## config.mk

```make
export PLATFORM = sky130hd
export DESIGN_NAME = int8_fc_stream
export DESIGN_NICKNAME = d
export VERILOG_FILES = /design/src/rtl/int8_fc_stream.sv
export SDC_FILE = /design/constraint.sdc
export NUM_CORES = 2
export LEC_CHECK = 0
export CAP_MARGIN = 20
export CORE_MARGIN = 4
export CORE_UTILIZATION = 25
export CTS_CLUSTER_DIAMETER = 50
export DETAILED_ROUTE_END_ITERATION = 8
export GPL_TIMING_DRIVEN = 0
export PLACE_DENSITY = 0.44
export SLEW_MARGIN = 10
export SYNTH_ARGS = -nofsm -noshare
export SYNTH_HDL_FRONTEND = slang
export SYNTH_SLANG_ARGS = --single-unit
```

## constraint.sdc

```tcl
create_clock -name clk -period 14.1 [get_ports clk]
set_input_delay 2.115 -clock clk [delete_from_list [all_inputs] [get_ports clk]]
set_output_delay 2.115 -clock clk [all_outputs]
set_load 0.02 [all_outputs]
```

## src/rtl/int8_fc_stream.sv

```systemverilog
// int8_fc_stream: streamed INT8 fully-connected layer.
// Each accepted input element updates all OUT neuron accumulators in parallel.
// At the last element every lane latches its requantised int8 result. The
// results are then emitted one neuron per handshake from a registered m_data.

// Per-neuron lane: weight row, bias, accumulator and requantisation.
module int8_fc_lane #(
  parameter int IN    = 8,
  parameter int SHIFT = 7,
  parameter int ACC_W = 32,
  parameter int AW    = 5,
  parameter int IW    = 3,
  parameter int LANE  = 0
) (
  input  logic             clk,
  input  logic             rst,
  input  logic             cfg_en,
  input  logic             cfg_sel,
  input  logic [AW-1:0]    cfg_addr,
  input  logic [ACC_W-1:0] cfg_data,
  input  logic [IW-1:0]    idx,
  input  logic [7:0]       x,
  input  logic             acc_en,
  input  logic             acc_last,
  output logic [7:0]       res_d,
  output logic [7:0]       res_q
);
  localparam logic [31:0] BASE = 32'(LANE * IN);
  localparam logic signed [ACC_W:0] RND =
    (SHIFT > 0) ? ((ACC_W+1)'(1) << ((SHIFT > 0) ? SHIFT - 1 : 0)) : '0;

  // Weights and bias power up at zero and survive rst.
  logic [7:0]              w_mem [IN] = '{default: '0};
  logic [ACC_W-1:0]        bias = '0;
  logic [ACC_W-1:0]        acc, acc_nx, t;
  logic signed [15:0]      prod;
  logic signed [ACC_W:0]   tr, r_sh;
  logic [31:0]             a32;
  logic                    w_hit, b_hit, pos, neg;

  assign a32   = 32'(cfg_addr);
  assign w_hit = cfg_en & ~cfg_sel & (a32 >= BASE) & (a32 < BASE + 32'(IN));
  assign b_hit = cfg_en &  cfg_sel & (a32 == 32'(LANE));

  // Accumulate, add bias, round half up, arithmetic shift, saturate.
  always_comb begin
    prod   = $signed(x) * $signed(w_mem[idx]);
    acc_nx = acc + {{(ACC_W-16){prod[15]}}, prod};
    t      = acc_nx + bias;
    tr     = $signed({t[ACC_W-1], t}) + RND;
    r_sh   = tr >>> SHIFT;
    pos    = ~r_sh[ACC_W] & (|r_sh[ACC_W-1:7]);
    neg    =  r_sh[ACC_W] & ~(&r_sh[ACC_W-1:7]);
    res_d  = pos ? 8'h7F : (neg ? 8'h80 : r_sh[7:0]);
  end

  // Accumulator clears once the vector's result is latched; abort on rst.
  always_ff @(posedge clk) begin
    if (rst) begin
      acc   <= '0;
      res_q <= '0;
    end else if (acc_en) begin
      acc <= acc_last ? '0 : acc_nx;
      if (acc_last) res_q <= res_d;
    end
  end

  // Config writes; reads of the same edge see the old value.
  always_ff @(posedge clk) begin
    if (w_hit) w_mem[IW'(a32 - BASE)] <= cfg_data[7:0];
    if (b_hit) bias <= cfg_data;
  end
endmodule

module int8_fc_stream #(
  parameter int IN    = 8,
  parameter int OUT   = 4,
  parameter int SHIFT = 7,
  parameter int ACC_W = 32,
  localparam int AW   = (OUT*IN > 1) ? $clog2(OUT*IN) : 1
) (
  input  logic             clk,
  input  logic             rst,
  input  logic             cfg_we,
  input  logic             cfg_sel,
  input  logic [AW-1:0]    cfg_addr,
  input  logic [ACC_W-1:0] cfg_data,
  output logic             cfg_ready,
  input  logic             relu_en,
  input  logic             s_valid,
  input  logic [7:0]       s_data,
  output logic             s_ready,
  output logic             m_valid,
  output logic [7:0]       m_data,
  output logic             m_last,
  input  logic             m_ready
);
  localparam int IW = (IN  > 1) ? $clog2(IN)  : 1;
  localparam int OW = (OUT > 1) ? $clog2(OUT) : 1;

  typedef enum logic {ACC, EMIT} state_t;
  state_t state, state_nx;

  logic [IW-1:0]            idx;
  logic [OW-1:0]            oidx, onx;
  logic                     s_hs, in_last, m_hs;
  logic [OUT-1:0][7:0]      res_d, res_q;

  function automatic logic [7:0] relu(input logic [7:0] v, input logic en);
    return (en && v[7]) ? 8'h00 : v;
  endfunction

  assign s_hs    = s_valid & s_ready;
  assign in_last = s_hs & (idx == IW'(IN - 1));
  assign m_hs    = m_valid & m_ready;
  assign onx     = oidx + OW'(1);

  for (genvar j = 0; j < OUT; j++) begin : g_lane
    int8_fc_lane #(.IN(IN), .SHIFT(SHIFT), .ACC_W(ACC_W), .AW(AW), .IW(IW), .LANE(j)) u_lane (
      .clk(clk), .rst(rst),
      .cfg_en(cfg_we & cfg_ready), .cfg_sel(cfg_sel), .cfg_addr(cfg_addr), .cfg_data(cfg_data),
      .idx(idx), .x(s_data), .acc_en(s_hs), .acc_last(in_last),
      .res_d(res_d[j]), .res_q(res_q[j])
    );
  end

  // State register.
  always_ff @(posedge clk) begin
    if (rst) state <= ACC;
    else     state <= state_nx;
  end

  // Next state and handshake outputs, all decoded from registers.
  always_comb begin
    state_nx  = state;
    s_ready   = (state == ACC);
    m_valid   = (state == EMIT);
    m_last    = (state == EMIT) && (oidx == OW'(OUT - 1));
    cfg_ready = (state == ACC) && (idx == '0);
    case (state)
      ACC:  if (s_valid && idx == IW'(IN - 1)) state_nx = EMIT;
      EMIT: if (m_ready && m_last)             state_nx = ACC;
      default: state_nx = ACC;
    endcase
  end

  // Element/neuron indices and the registered output word; relu sampled on load.
  always_ff @(posedge clk) begin
    if (rst) begin
      idx    <= '0;
      oidx   <= '0;
      m_data <= '0;
    end else begin
      if (s_hs) idx <= in_last ? '0 : idx + IW'(1);
      if (in_last) begin
        oidx   <= '0;
        m_data <= relu(res_d[0], relu_en);
      end else if (m_hs) begin
        if (m_last) begin
          oidx <= '0;
        end else begin
          oidx   <= onx;
          m_data <= relu(res_q[onx], relu_en);
        end
      end
    end
  end
endmodule

```

==> results.md <==
- Setup Slack @ Placement: -0.676 ns
- GR Util All Layers: 0.150
- Die Y: 431 µm
- CP Max Fanout: 10
- First-pass GRT wire length: 212,000 µm
- Syn Inst Count: 4,456
- Crit start category: input pin
- Dominant cell type by area after synthesis: edfxtp_1
- Cell row count: 154
- Die ar.: 185,000 µm²
- Clk sinks: 561
- Drt drc: 0
- Synth-to-Final Area Change: 15.2%
- Slew Viols, Final: 0
- HPWL after DPL: 111,000 µm
- Top post-synthesis cells by area: edfxtp_1 (26%), ha_1 (10%), fa_1 (10%)
- Register area share after synthesis: 0.338
- Vias in the first global route: 33,463
- Synthesized Nets: 5,103
- Dpl cells: 6,885
- Congestion Overflow GR: 0
- Via density: 4.82
- Crit Path Class: input pin to flop
- Final cell count without fillers: 7,042
- Crit. End Element: flop
- Status: finished, final reports clean
- Mapped Area: 44,600 µm²
- Relative slew slack: 0.243
- Worst reg-to-reg path cell count: 46
- Final hold violations: 0
- Main combinational cell family by area after synthesis: adder cells
- CTS tree: yes
- Average size of a mapped cell: 10.0 µm²
- Post-Synth XOR/XNOR Area: 0.0639
- DIE WIDTH: 431 µm
- Least-Margin Pin Slew: 1.13 ns
- Final WS setup: 0.552 ns
- Synth Area in Compound Gates: 0.155
- Largest net degree at the start of global routing: 37
- Wire per inst: 19.9 µm
- Initial core utilization: 0.252
- Type of the most critical hold path: flop to flop
- Top cell type's share of synthesized area: 0.258
- Post-cts hold buffer count: 0
- Worst path arrival time: 14.18 ns
- TritonRoute pass-1 iters: 8
- Root Buffer: clkbuf_16
- Post-DRT Antenna Nets: 0
- Share of post-route cells with drive strength above 1: 0.0843
- Critical path data required time: 14.73 ns
- RSZ-0062 raised after global routing: false
- Clock buffer depth: 3
- Distinct cells, synth: 109
- Core area: 177,000 µm²
- Post-synth ARST share: 0
- Synth Area in Adders: 0.204
- Clock Skews: 0.0426 ns
- Fin nets: 5,276
- CP peak stage delay: 0.89 ns
- Worst hold path depth: 2
- H-tree depth: 3
- Number of enable flip-flop cells after synthesis: 384
- Period utilisation layout: 0.961
- Routed wire length: 140,000 µm
- Initial antenna violation count: 9
- # port buffers: 62
- Worst reg-to-reg setup slack: 0.99 ns
- Worst Hold Path EP: g_lane[3].u_lane.res_q[7]$_SDFFE_PP0P_
- Number of max-cap violations: 0
- 1st-iter DRT viols: 2,519
- Min Clock Period, post-route: 13.55 ns
- HP Start: g_lane[3].u_lane.res_q[7]$_SDFFE_PP0P_
- Synth Register Bits: 561
- Ports: 64
- CTS clk-pin slew, worst paths: 0.06 ns
- Final Setup Violations: 0
- Fmax: 73.8 MHz
- Reg2reg end: g_lane[3].u_lane.res_q[4]$_SDFFE_PP0P_
- RePlAce Congestion: 0.848
- Mux share of post-synthesis cell area: 0.0476
- Clk Latency, worst-skew pair: 0.71 ns
- Primary FF master, synth: edfxtp_1
- YS warnings: 0
- CTS buffer count: 81
- Vias: 33,950
- Slowest CP cell: clkdlybuf4s50_1
- Post-synthesis simple-gate area fraction: 0.145
- Most used cell, CP: fa_1
## critical path: cells and delay by family
family	cells	cell delay (ns)
buffers and inverters	8	2.46
xor gates and xnor gates	4	0.72
adders and majority gates	7	2.99
and+or+nand+nor	12	2.99
AOI/OAI and AO/OA	14	2.87
## cell usage after synthesis (37+ instances only)
master / n
a211oi_1: 39
a21o_1: 97
a21oi_1: 293
a22oi_1: 121
and2_1: 77
clkbuf_1: 117
dfxtp_1: 177
edfxtp_1: 384
fa_1: 224
ha_1: 371
inv_1: 403
mux4_2: 72
nand2_1: 244
nand2b_1: 57
nand3_1: 69
nor2_1: 378
nor2b_1: 124
nor3_1: 82
o21a_1: 41
o21ai_0: 152
or2_2: 37
xnor2_1: 206
xor2_1: 112
## layer usage
metal,GRT usage,vias to the layer above,routed length [µm]
li1,-,16429,-
met1,0.211,16749,67500
met2,0.243,632,64300
met3,0.0191,140,5410
met4,0.0375,0,3230
met5,0,-,0
## worst max path at each step
stage,startpoint,endpoint,depth (start not counted),slack [ns]
floorplan,s_data[7],m_data[3]$_SDFFE_PP0P_,39,2.51
global placement,flop,g_lane[0].u_lane.res_q[3]$_SDFFE_PP0P_,42,-1.88
detailed placement,s_data[6],g_lane[3].u_lane.res_q[4]$_SDFFE_PP0P_,45,-0.68
CTS,flop,m_data[4]$_SDFFE_PP0P_,45,0.04
global route,s_data[6],g_lane[3].u_lane.res_q[4]$_SDFFE_PP0P_,45,0.02
finish,s_data[6],g_lane[3].u_lane.res_q[4]$_SDFFE_PP0P_,45,0.55
## flip-flops by register name, summed over array words and instances, names as in the netlist, named ones only
signal and cells:
g_lane.u_lane.w_mem 256, m_valid 1, idx 3, m_data 8
g_lane.u_lane.res_q 32, g_lane.u_lane.bias 128, g_lane.u_lane.acc 128, oidx 2
## placed cells by master, fill, tap and decap left out, types with 13 or more instances in the layout
master and count:
or3_1 27, fa_1 224, xnor2_1 202, mux2i_1 25
mux2_2 19, nor3_1 81, ha_1 371, a21o_1 97
nand2b_1 57, a31oi_1 35, o211ai_1 30, a22oi_1 121
nand3_1 69, nand4_1 36, nor4_1 24, nor2_1 373
clkbuf_1 120, o21a_1 41, o21bai_1 32, xor2_1 112
inv_1 403, edfxtp_1 384, a21oi_1 292, inv_6 15
buf_2 26, nand2_1 244, or2_2 37, nor2b_1 123
and2_1 77, clkdlybuf4s50_1 54, clkinv_2 15, dfxtp_1 176
o31ai_1 13, mux4_2 72, o21ai_0 152, and3_1 30
a211oi_1 38, clkbuf_16 85
## through the flow
stage	cell area [µm²]	utilization	TNS, ns	hold slack, ns
final	51400	0.291	0	0.455
after global routing	51400	0.291	0	0.476
after CTS	51300	0.290	0	0.454
after detailed placement	48700	0.275	-10.25	0.447
after global placement	48200	0.272	-56.81	0.441
after floorplan	44600	-	0	0.433
## cell type report
cell class,instances,area (µm²)
sequential,561,15100
multi-input combinational,3343,27600
antenna,7,17.5
tap,2340,2930
inverter,404,1520
buffer,147,598
timing repair buffer,91,1060
fill,18583,125000
clock inverter,51,435
clock buffer,98,2180
## logic make-up (layout without fill, tap and decap cells)
logic type,Yosys count,count (layout)
simple gates,1277,1277
compound gates,1030,1030
fa+ha+maj,595,595
flops,561,561
buf+inv,552,791
xor+xnor,321,321
mux,120,120
other cells,0,7
## repair_timing
action,4_1_cts,5_1_grt
hold endpoints to repair,0,0
gates resized for setup,2,34
setup buffers,0,0
setup endpoints to repair,12,30
Power is left out: the tool's default activity adds up to more than one toggle a clock period on the data nets, which glitch-free logic cannot reach.
